**src/rtl/hall_pkg.sv**
```systemverilog
// Shared definitions for the hall sensor decoder: sector encoding, direction
// constants and the hall-code to electrical-sector lookup.
package hall_pkg;

    localparam logic [2:0]  SECTOR_INVALID = 3'd7;
    localparam logic        DIR_FWD        = 1'b1;
    localparam logic        DIR_REV        = 1'b0;
    localparam int unsigned NUM_SECTORS    = 6;

    // Forward rotation visits codes 5,4,6,2,3,1; 0 and 7 cannot occur on a healthy sensor set
    function automatic logic [2:0] code_to_sector(input logic [2:0] code);
        logic [2:0] sec;
        case (code)
            3'd5:    sec = 3'd0;
            3'd4:    sec = 3'd1;
            3'd6:    sec = 3'd2;
            3'd2:    sec = 3'd3;
            3'd3:    sec = 3'd4;
            3'd1:    sec = 3'd5;
            default: sec = SECTOR_INVALID;
        endcase
        return sec;
    endfunction

    function automatic logic [2:0] sector_delta(input logic [2:0] old_s, input logic [2:0] new_s);
        logic [3:0] diff;
        diff = 4'(new_s) + 4'(NUM_SECTORS) - 4'(old_s);
        if (diff >= 4'(NUM_SECTORS)) begin
            diff = diff - 4'(NUM_SECTORS);
        end
        return diff[2:0];
    endfunction

endpackage

```
**src/rtl/hall_filter.sv**
```systemverilog
// Synchronises the raw 3-bit hall vector and accepts a new code only after it
// has been seen unchanged for FILT_CYCLES consecutive cycles.
module hall_filter
    import hall_pkg::*;
#(
    parameter int unsigned SYNC_STAGES = 2,
    parameter int unsigned FILT_CYCLES = 16
) (
    input  logic       clk,
    input  logic       rst_n,
    input  logic [2:0] hall_i,
    output logic [2:0] code_o,
    output logic       accept_c_o,
    output logic [2:0] new_code_c_o
);

    localparam int unsigned    CNT_W  = $clog2(FILT_CYCLES + 1);
    localparam logic [CNT_W:0] FILT_L = (CNT_W + 1)'(FILT_CYCLES);

    logic [2:0]       sync_q [SYNC_STAGES];
    logic [2:0]       s;
    logic [2:0]       code_q, code_d;
    logic [2:0]       cand_q, cand_d;
    logic [CNT_W-1:0] cnt_q, cnt_d;
    logic [CNT_W:0]   run_len;
    logic             accept;

    always_ff @(posedge clk or negedge rst_n) begin
        if (!rst_n) begin
            for (int i = 0; i < int'(SYNC_STAGES); i++) begin
                sync_q[i] <= '0;
            end
        end else begin
            sync_q[0] <= hall_i;
            for (int i = 1; i < int'(SYNC_STAGES); i++) begin
                sync_q[i] <= sync_q[i-1];
            end
        end
    end

    assign s = sync_q[SYNC_STAGES-1];

    // A non-zero count means a candidate is being tracked
    always_comb begin
        code_d  = code_q;
        cand_d  = cand_q;
        cnt_d   = cnt_q;
        accept  = 1'b0;
        run_len = (CNT_W + 1)'(1);
        if (cnt_q != '0 && s == cand_q) begin
            run_len = {1'b0, cnt_q} + (CNT_W + 1)'(1);
        end
        if (s == code_q) begin
            cnt_d = '0;
        end else if (run_len >= FILT_L) begin
            accept = 1'b1;
            code_d = s;
            cnt_d  = '0;
        end else begin
            cand_d = s;
            cnt_d  = run_len[CNT_W-1:0];
        end
    end

    always_ff @(posedge clk or negedge rst_n) begin
        if (!rst_n) begin
            code_q <= '0;
            cand_q <= '0;
            cnt_q  <= '0;
        end else begin
            code_q <= code_d;
            cand_q <= cand_d;
            cnt_q  <= cnt_d;
        end
    end

    assign code_o       = code_q;
    assign accept_c_o   = accept;
    assign new_code_c_o = s;

endmodule

```
**src/rtl/hall_decoder.sv**
```systemverilog
// BLDC hall decoder: filtered code to sector, direction, inter-edge period,
// stall detection and sticky fault flag for illegal codes or skipped sectors.
module hall_decoder
    import hall_pkg::*;
#(
    parameter int unsigned SYNC_STAGES = 2,
    parameter int unsigned FILT_CYCLES = 16,
    parameter int unsigned PERIOD_W    = 24,
    parameter int unsigned TIMEOUT     = 10_000_000
) (
    input  logic                clk,
    input  logic                rst_n,
    input  logic                hall_a_i,
    input  logic                hall_b_i,
    input  logic                hall_c_i,
    input  logic                fault_clr_i,
    output logic [2:0]          hall_code_o,
    output logic [2:0]          sector_o,
    output logic                dir_o,
    output logic                edge_valid_o,
    output logic [PERIOD_W-1:0] period_o,
    output logic                period_valid_o,
    output logic                stalled_o,
    output logic                hall_fault_o
);

    localparam logic [PERIOD_W-1:0] TIMEOUT_L = PERIOD_W'(TIMEOUT);
    localparam logic [PERIOD_W-1:0] CNT_ONE   = PERIOD_W'(1);

    logic                accept;
    logic [2:0]          new_code;
    logic [2:0]          new_sector;
    logic [2:0]          delta;
    logic                legal_c;
    logic                fault_set_c;

    logic [2:0]          sector_q, sector_d;
    logic                dir_q, dir_d;
    logic                locked_q, locked_d;
    logic                ref_q, ref_d;
    logic                edge_q, edge_d;
    logic                pvalid_q, pvalid_d;
    logic [PERIOD_W-1:0] period_q, period_d;
    logic [PERIOD_W-1:0] cnt_q, cnt_d;
    logic                stalled_q, stalled_d;
    logic                fault_q, fault_d;

    hall_filter #(
        .SYNC_STAGES (SYNC_STAGES),
        .FILT_CYCLES (FILT_CYCLES)
    ) u_filter (
        .clk          (clk),
        .rst_n        (rst_n),
        .hall_i       ({hall_a_i, hall_b_i, hall_c_i}),
        .code_o       (hall_code_o),
        .accept_c_o   (accept),
        .new_code_c_o (new_code)
    );

    assign new_sector = code_to_sector(new_code);
    assign delta      = sector_delta(sector_q, new_sector);

    // Sector tracking, period measurement, stall and fault handling
    always_comb begin
        sector_d    = sector_q;
        dir_d       = dir_q;
        locked_d    = locked_q;
        ref_d       = ref_q;
        edge_d      = 1'b0;
        pvalid_d    = 1'b0;
        period_d    = period_q;
        cnt_d       = cnt_q;
        stalled_d   = stalled_q;
        fault_d     = fault_q;
        legal_c     = 1'b0;
        fault_set_c = 1'b0;

        if (accept) begin
            if (new_sector == SECTOR_INVALID) begin
                if (locked_q) begin
                    fault_set_c = 1'b1;
                    sector_d    = SECTOR_INVALID;
                    locked_d    = 1'b0;
                    ref_d       = 1'b0;
                end
            end else if (!locked_q) begin
                locked_d = 1'b1;
                sector_d = new_sector;
            end else begin
                sector_d = new_sector;
                if (delta == 3'd1) begin
                    dir_d   = DIR_FWD;
                    legal_c = 1'b1;
                end else if (delta == 3'd5) begin
                    dir_d   = DIR_REV;
                    legal_c = 1'b1;
                end else begin
                    fault_set_c = 1'b1;
                    ref_d       = 1'b0;
                end
            end
        end

        // The edge cycle itself counts as cycle 0 of the next period
        if (legal_c) begin
            edge_d    = 1'b1;
            cnt_d     = CNT_ONE;
            stalled_d = 1'b0;
            ref_d     = 1'b1;
            if (ref_q) begin
                period_d = cnt_q;
                pvalid_d = 1'b1;
            end
        end else begin
            if (cnt_q != '1) begin
                cnt_d = cnt_q + CNT_ONE;
            end
            if (cnt_q == TIMEOUT_L) begin
                stalled_d = 1'b1;
                period_d  = '0;
                ref_d     = 1'b0;
            end
        end

        if (fault_set_c) begin
            fault_d = 1'b1;
        end else if (fault_clr_i) begin
            fault_d = 1'b0;
        end
    end

    always_ff @(posedge clk or negedge rst_n) begin
        if (!rst_n) begin
            sector_q  <= SECTOR_INVALID;
            dir_q     <= DIR_FWD;
            locked_q  <= 1'b0;
            ref_q     <= 1'b0;
            edge_q    <= 1'b0;
            pvalid_q  <= 1'b0;
            period_q  <= '0;
            cnt_q     <= '0;
            stalled_q <= 1'b0;
            fault_q   <= 1'b0;
        end else begin
            sector_q  <= sector_d;
            dir_q     <= dir_d;
            locked_q  <= locked_d;
            ref_q     <= ref_d;
            edge_q    <= edge_d;
            pvalid_q  <= pvalid_d;
            period_q  <= period_d;
            cnt_q     <= cnt_d;
            stalled_q <= stalled_d;
            fault_q   <= fault_d;
        end
    end

    assign sector_o       = sector_q;
    assign dir_o          = dir_q;
    assign edge_valid_o   = edge_q;
    assign period_o       = period_q;
    assign period_valid_o = pvalid_q;
    assign stalled_o      = stalled_q;
    assign hall_fault_o   = fault_q;

endmodule

```
**config.mk**
```make
export PLATFORM = sky130hd
export DESIGN_NAME = hall_decoder
export DESIGN_NICKNAME = d
export VERILOG_FILES = /design/src/rtl/hall_pkg.sv /design/src/rtl/hall_filter.sv /design/src/rtl/hall_decoder.sv
export SDC_FILE = /design/constraint.sdc
export NUM_CORES = 1
export LEC_CHECK = 0
export CAP_MARGIN = 20
export CORE_UTILIZATION = 40
export CTS_CLUSTER_SIZE = 40
export DETAILED_ROUTE_END_ITERATION = 10
export HOLD_SLACK_MARGIN = 0.08
export PLACE_DENSITY_LB_ADDON = 0.12
export SYNTH_ARGS = -nofsm -noshare
export SYNTH_HDL_FRONTEND = slang
export SYNTH_HIERARCHICAL = 1
export SYNTH_SLANG_ARGS = --single-unit
export TNS_END_PERCENT = 30
```
**constraint.sdc**
```tcl
create_clock -name clk -period 3.5 [get_ports clk]
set_input_delay 0.35 -clock clk [delete_from_list [all_inputs] [get_ports clk]]
set_output_delay 0.35 -clock clk [all_outputs]
set_load 0.03 [all_outputs]
```
---- Word-level counts from Yosys, hierarchy flattened ----
Cells that the tools add are included.
storage, ports and cells
  bits in registers ....................... 75
  input port bits ......................... 6
  output and inout bits ................... 35
  logic and storage cells ................. 99
cells by class
  eq/ne operators ......................... 17
  order comparisons ....................... 2
  reduce and logical (&&, ||, !) cells .... 14
  $add $sub $neg .......................... 5
  bitwise logic cells ..................... 3
  mux-type cells .......................... 43
operators with widths
  cell                     count
  $mux W24                 5
  $mux W1                  31
  $add A24 B1 Y24 const B  1
  $eq A24 B24 Y1 const B   1
  $ne A24 B24 Y1 const B   1
  $pmux W3 S6              1
  $eq A3 B3 Y1 const B     5
  $mux W5                  2
  $mux W3                  3
  $ne A4 B3 Y1 const B     2
  $reduce_and A2 Y1        4
  $reduce_and A4 Y1        2
  $reduce_bool A2 Y1       4
  $add A5 B1 Y6 const B    1
  $eq A3 B1 Y1 const B     2
  $eq A3 B2 Y1 const B     2
  $eq A3 B3 Y1             2
  $ge A6 B5 Y1 const B     1
  $mux W6                  1
  $reduce_bool A3 Y1       2
  $reduce_bool A5 Y1       1
  $add A3 B3 Y4 const B    1
  $ge A4 B3 Y1 const B     1
  $sub A4 B3 Y4            1
  other kinds (5)          7

---- Logic depth before layout (Yosys ltp) ----
Gate-level depths: netlist of run 1.
  word-level depth ........................ 14
  depth in mapped cells ................... 15
  depth with buffers taken out ............ 13

---- Cells and area by module ----
The synthesis of run 1 kept the hierarchy.
by module, submodules not included
  module        seq. area each (sq um)  area each (sq um)  cells each  times used
  hall_decoder  1456.4                  2925.3             290         1
  hall_filter   425.4                   743.2              55          1

---- Worst setup path before layout of run 1 ----
Ideal clock, no wire load.
  path type ............................... register -> register
  start point ............................. register u_filter.sync_q, in the netlist u_filter/new_code_c_o[1]
  end point ............................... register, netlist name cnt_q[17]
  data required time ...................... 3.434 ns
  slack ................................... 0.477 ns
  stages on the path, launching flop included .. 15
  path buffers ............................ 1
  clock period less this slack ............ 3.023 ns
  arrival ................................. 2.957 ns
  library setup time ...................... 0.066 ns
  cells stage by stage .................... dfrtp_1 buf_4 xor2_1 nand2_1 o21ai_0 ha_1 inv_1 ha_1 fa_1 xnor2_1 mux2_2 nand2_1 inv_1 or4_1 nand2_1
RTL lines
  element                            line               source
  from (decl)                        hall_filter.sv:20  logic [2:0] sync_q [SYNC_STAGES];
  from (signal, indexed assignment)  hall_filter.sv:36  sync_q[i] <= sync_q[i-1];

==> results.md, run 1 <==
- Fmax: roughly 0.32 GHz
- Final Max Slew Viols: 0
- CTS tree: yes
- Period utilization: 0.8869
- CP Launch Type: register
- CTS buffer count: 9
- Req. time, crit path: around 3.8 ns
- Post-CTS sizing: 0
- Die Ht: around 98 um
- Chip Width: 97.77 um
- Cell-internal power: about 0.0016 W
- Post-Syn Instances: 345
- ANT cells: 0
- Yosys warnings: 6
- Pre-CTS WS: 0.4087 ns
- Final hold viol count: 0
- CTS H-tree depth: 3
- Post-Synthesis Cell Area: 3669 sq um
- Ports: roughly 40
- Final setup margin: a little under 0.4 ns
- Simple-Gate Fraction of Synth Area: 0.1828
- Largest family of logic cells by synthesized area: simple AND/OR/NAND/NOR gates
- TritonRoute pass-1 iters: 7
- M1 wire length: between 3000 and 4000 um
- DR DRC count: 8
- Clk sinks: 75
- Syn Area/Cell: approximately 11 sq um
- Synth cell types: between 50 and 60
- Initial antenna violation count: 0
- Tmin final: just over 3 ns
- Final Setup Violations: 0
- Routability Congestion: about 0.82
- Hold WS: 0.1278 ns
- Mux cell area share after synthesis: 0.03581
- Layout cells sized above 1: 0.1231
- Metal3 WL: about 240 um
- Setup Crit Path Kind: register to register
- Layout Nets: 400
- XOR/XNOR share of the synthesized area: 0.06207
- Number of synthesized flops with an enable pin: 0
- Most common cell after layout, fill and taps aside: dfrtp_1
- CTS root buf: clkbuf_8
- Clock latency on the worst-skew pair: 0.35 ns
- DP Wirelength: 5456 um
- Net Sw Frac: 0.3455
- Async SR Flop Fraction: 1.000
- Violated checks: design-rule violations
- Total congestion overflow: 0
- Routed WL: approximately 7700 um
- Max transition margin: 0.3777
- Port buffer count: 40
- FP Rows: 34
- Total of max-cap violations: 0
- CP Capture Type: register
- Via count: about 2600
- Clock power share: 0.231
- Crit path DAT: about 3.4 ns
- Most frequent cells in the layout: 71 x dfrtp_1, 47 x nand2_1, 39 x clkdlybuf4s50_1, 23 x nor2_1, 19 x o2bb2ai_1
- Layout area overhead: 17.09%
- Hold Path Class: input pin to asynchronous set/reset pin
- Actual slew at the worst max-slew pin: 0.9334 ns
- ANT nets after route: 0
- Die Area: roughly 9600 sq um
- Initial DRC Count: 60
- Vias per cell: approximately 5.3
- Worst Path Max Fanout: 10
- Syn nets: between 300 and 400
- Power Density: about 560 nW/um^2
- #FFs+latches synth: 75
- First-pass GRT wire length: 13280 um
- CTS Buffer Depth: 2
- VDD IR max: ~0.23 mV
- Part of the Yosys area used for sequential elements: 0.5130
- TNS Setup: 0 ns
- Cells after DPL: ~480
- Met2 WL: between 3000 and 4000 um
- Filler cells: 844
- Worst-path clk slew: approximately 0.080 ns
- Post-synthesis compound-gate area fraction: 0.1241
- Logic pwr share: 0.299
- Setup bufs post-CTS: 0
- Avg WL per Cell: 15.37 um
- Leakage: around 1.8 nW
- Worst Skew: approximately 0.01 ns
- # hold bufs at CTS: 0
- Switching Power: ~0.00084 W
- Post-Layout Cell Count: 498
- Fin util: 0.4878
- Ys flop type: dfrtp_1
- Top sig layer: met4
- Largest net degree at the start of global routing: 76
- Adder-cell share of the synthesized area: 0.03274
- Sequential Power Share: 0.470
- CORE AREA: 8806 sq um
- RSZ-0062 raised after global routing: no
- Status: finished with violations
- GRT Util Overall: 0.1768
- Vias in the first global route: about 2600
- Initial core utilization: 0.4166
## cell type report
cell class                 instances  area, sq um  share of cell area
inverter                          16        60.06             0.01398
sequential                        75         1882              0.4381
clock inverter                     7        35.03            0.008156
multi-input combinational        236         1609              0.3746
tap                              108        135.1             0.03146
timing repair buffer              47        450.4              0.1049
clock buffer                       9        123.9             0.02884
## flip-flops by register name, summed over array words and instances, names as in the netlist
register	count
cnt_q	24
dir_o	1
edge_valid_o	1
hall_fault_o	1
locked_q	1
period_o	24
period_valid_o	1
ref_q	1
sector_o	3
stalled_o	1
u_filter/cand_q	3
u_filter/cnt_q	5
u_filter/code_o	3
u_filter/new_code_c_o	3
u_filter/sync_q	3
## worst max-delay path, stage by stage (launching register included)
cell     delay [ns]
dfrtp_1        0.55
nand2_1        0.12
o21ai_0        0.22
ha_1           0.18
inv_1          0.04
ha_1           0.18
fa_1           0.37
xnor2_1        0.19
mux2_2         0.38
nand2_1        0.09
inv_1          0.11
or4_1          0.52
nand2_1        0.08
## cell usage after synthesis (8+ instances only)
cell       number  area share
dfrtp_1        71        0.48
nand2_1        47       0.048
nor2_1         23       0.024
o2bb2ai_1      19       0.045
xnor2_1        17       0.041
inv_1          16       0.016
o21ai_0        13       0.018
nand3_1        10       0.014
nor3_1         10       0.014
xor2_1          9       0.021
ha_1            8       0.027
## cells by family (layout without fill, tap and decap cells)
family	Yosys count	count (layout)
AO/OA/AOI/OAI	62	62
XOR/XNOR	26	26
adder cells (fa/ha/maj)	9	9
flip-flops	75	75
other	1	1
buffers and inverters	34	79
AND/OR/NAND/NOR	127	127
multiplexers	11	11
## per-stage QoR
step	area [sq um]	total power (W)
6_report	4295	0.002422
5_1_grt	4295	0.002603
4_1_cts	4295	0.002461
3_5_place_dp	4136	0.001888
3_3_place_gp	4136	0.001875
2_1_floorplan	3669	0.001655
## routing by layer
layer	vias up	GRT usage
met3	11	0.05225
met2	37	0.2864
met1	1291	0.2309
met5	-	0
li1	1303	-
met4	0	0.05012
## power by group through the flow
stage          combinational, W  clock (W)  sequential, W
2_1_floorplan          0.000438          0        0.00122
3_3_place_gp           0.000726          0        0.00115
3_5_place_dp           0.000732          0        0.00116
4_1_cts                0.000736   0.000586        0.00114
5_1_grt                0.000820   0.000622        0.00116
6_report               0.000724   0.000560        0.00114
## worst paths after layout
kind | start | endpoint | slack (ns) | depth (start not counted)
setup / recovery | u_filter/new_code_c_o[1]$_DFF_PN0_ | cnt_q[17]$_DFFE_PN0P_ | 0.40 | 12
hold / removal | rst_n | u_filter/code_o[1]$_DFFE_PN0P_ | 0.13 | 1
setup reg to reg | u_filter/new_code_c_o[1]$_DFF_PN0_ | cnt_q[17]$_DFFE_PN0P_ | 0.40 | 12
hold reg to reg | u_filter/sync_q[5]$_DFF_PN0_ | u_filter/new_code_c_o[2]$_DFF_PN0_ | 0.34 | 0
max in group asynchronous | rst_n | cnt_q[0]$_DFFE_PN0P_ | 2.76 | 1
min in group clk | u_filter/sync_q[5]$_DFF_PN0_ | u_filter/new_code_c_o[2]$_DFF_PN0_ | 0.34 | 0
Note: power is estimated with default switching activity, not from simulation.
==> inputs of run 2 (changes only) <==
--- a/config.mk
+++ b/config.mk
@@ -5,7 +5,7 @@
 export SDC_FILE = /design/constraint.sdc
 export NUM_CORES = 1
 export LEC_CHECK = 0
-export CAP_MARGIN = 20
+export CAP_MARGIN = 30
 export CORE_UTILIZATION = 40
 export CTS_CLUSTER_SIZE = 40
 export DETAILED_ROUTE_END_ITERATION = 10
==> results.md, run 2 (synthesis results as in run 1) <==
- Final hold viol count: 0 (unchanged)
- Req. time, crit path: 3.79 ns (about the same)
- Clk sinks: 75 (unchanged)
- Crit path DAT: 3.39 ns (about the same)
- Most common cell after layout, fill and taps aside: dfrtp_1
- First-pass GRT wire length: 13280 um (unchanged)
- FP Rows: 34 (unchanged)
- Violated checks: design-rule violations
- Die Ht: 97.77 um (unchanged)
- Initial antenna violation count: 0 (unchanged)
- GRT Util Overall: 0.1768 (unchanged)
- CP Capture Type: register
- Layout Nets: 402 (+0.50%)
- Multi-input combinational cell area: 1609 sq um (unchanged)
- Actual slew at the worst max-slew pin: 0.6777 ns (-0.2557 ns)
- Pre-CTS WS: 0.4087 ns (unchanged)
- Initial core utilization: 0.4166 (unchanged)
- CTS Buffer Depth: 2 (unchanged)
- Fmax: 0.3226 GHz (+0.13%)
- Tmin final: 3.100 ns (-0.003973 ns)
- Worst Skew: 0.009091 ns (-0.001118 ns)
- ANT cells: 0 (unchanged)
- Sequential Area: 1882 sq um (unchanged)
- Max transition margin: 0.5447 (+0.1670)
- Filler cells: 840 (-0.47%)
- CTS root buf: clkbuf_8
- Reg-to-reg endpoint: cnt_q[17]$_DFFE_PN0P_
- Final setup margin: 0.3999 ns (+0.003973 ns)
- Final Setup Violations: 0 (unchanged)
- Port buffer count: 40 (unchanged)
- Total of max-cap violations: 0 (unchanged)
- Layout cells sized above 1: 0.1250 (+0.001923)
- CORE AREA: 8806 sq um (unchanged)
- Worst Path Max Fanout: 10 (unchanged)
- FF-to-FF setup slack: 0.40 ns (about the same)
- R2R depth: 12 (unchanged)
- DP Wirelength: 5456 um (unchanged)
- Most frequent cells in the layout: 71 x dfrtp_1, 47 x nand2_1, 39 x clkdlybuf4s50_1, 23 x nor2_1, 19 x o2bb2ai_1
- Period utilization: 0.8857 (-0.001135)
- CTS H-tree depth: 3 (unchanged)
- CP Launch Type: register
- Power Density: 559.8 nW/um^2 (-0.70%)
- Total congestion overflow: 0 (unchanged)
- Layout area overhead: 18.11%
- Routed WL: 7645 um (about the same)
- Clock latency on the worst-skew pair: 0.35 ns (about the same)
- DR DRC count: 8 (unchanged)
- Leakage: 1.827 nW (+0.93%)
- Routability Congestion: 0.8154 (unchanged)
- ANT nets after route: 0 (unchanged)
- RSZ-0062 raised after global routing: no
- Die Area: 9558 sq um (unchanged)
- CTS buffer count: 9 (unchanged)
- Final Max Slew Viols: 0 (unchanged)
- Largest net degree at the start of global routing: 76 (unchanged)
- Avg WL per Cell: 15.29 um (-0.49%)
- Ports: 41 (unchanged)
- Vias in the first global route: 2625 (unchanged)
- Worst-path clk slew: 0.08 ns (about the same)
- Status: finished with violations
- CTS tree: yes
- Reg2reg start: u_filter/new_code_c_o[1]$_DFF_PN0_
- Hold Path Class: input pin to asynchronous set/reset pin
- VDD IR max: 0.2289 mV (about the same)
- Setup Crit Path Kind: register to register
- TritonRoute pass-1 iters: 7 (unchanged)
- Post-CTS sizing: 0 (unchanged)
- Via count: 2648 (+0.23%)
- Chip Width: 97.77 um (unchanged)
- Vias per cell: 5.296 (-0.17%)
- TNS Setup: 0 ns (unchanged)
- Initial DRC Count: 79 (+32%)
run 2: changes by cell type in the layout (fill, tap and decap cells not counted):
cell	previous run	this run
buf_16	0	1
dlygate4sd3_1	0	1
run 2: per-stage QoR:
step / util / power [W] / area, sq um / hold slack, ns / std cells
2_1_floorplan: - / 0.001655 / 3669 / 0.05441 / 345
3_3_place_gp: 0.4697 / 0.001875 / 4136 / 0.3387 / 482
3_5_place_dp: 0.4697 / 0.001888 / 4136 / 0.3373 / 482
4_1_cts: 0.4878 / 0.002461 / 4295 / 0.1674 / 498
5_1_grt: 0.4920 / 0.002608 / 4333 / 0.3150 / 500
6_report: 0.4920 / 0.002426 / 4333 / 0.3334 / 500
run 2: cell type report:
cell class              instances  share of cell area
flip-flops and latches         75              0.4343
multi-input cells             236              0.3714
repair buffers                 49              0.1126
well taps                     108             0.03119
clock buffers                   9             0.02859
inverters                      16             0.01386
clock inverters                 7            0.008085
run 2: power by group:
group / switching [W] / internal [W]
Sequential: 0.000132 / 0.00101
Clock: 0.000311 / 0.000248
Combinational: 0.000393 / 0.000336
run 2: what timing repair did:
item / in CTS / in global routing
setup endpoints to repair: 0 / 0
setup buffers: 0 / 0
hold buffers: 0 / 1
hold endpoints to repair: 0 / 61
run 2: layer usage:
layer  share of wire  global-route usage
met5               0                   0
met4          0.0099             0.05012
met3           0.029             0.05225
met2            0.49              0.2864
met1            0.47              0.2309
run 2: critical path, stage by stage, from the launching register on:
cell and delay [ns]:
dfrtp_1 0.55, nand2_1 0.12, o21ai_0 0.22, ha_1 0.18, inv_1 0.04, ha_1 0.18
fa_1 0.37, xnor2_1 0.19, mux2_2 0.38, nand2_1 0.09, inv_1 0.11, or4_1 0.52
nand2_1 0.08
run 2: how the worst max path moves through the flow:
stage | from | endpoint | slack [ns]
after CTS | u_filter/new_code_c_o[1]$_DFF_PN0_ | cnt_q[17]$_DFFE_PN0P_ | 0.38
after global placement | u_filter/new_code_c_o[1]$_DFF_PN0_ | cnt_q[17]$_DFFE_PN0P_ | 0.49
after detailed placement | u_filter/new_code_c_o[1]$_DFF_PN0_ | cnt_q[17]$_DFFE_PN0P_ | 0.41
after global routing | u_filter/new_code_c_o[1]$_DFF_PN0_ | cnt_q[19]$_DFFE_PN0P_ | 0.02
after floorplan | u_filter/new_code_c_o[1]$_DFF_PN0_ | cnt_q[17]$_DFFE_PN0P_ | 0.48
final | u_filter/new_code_c_o[1]$_DFF_PN0_ | cnt_q[17]$_DFFE_PN0P_ | 0.40
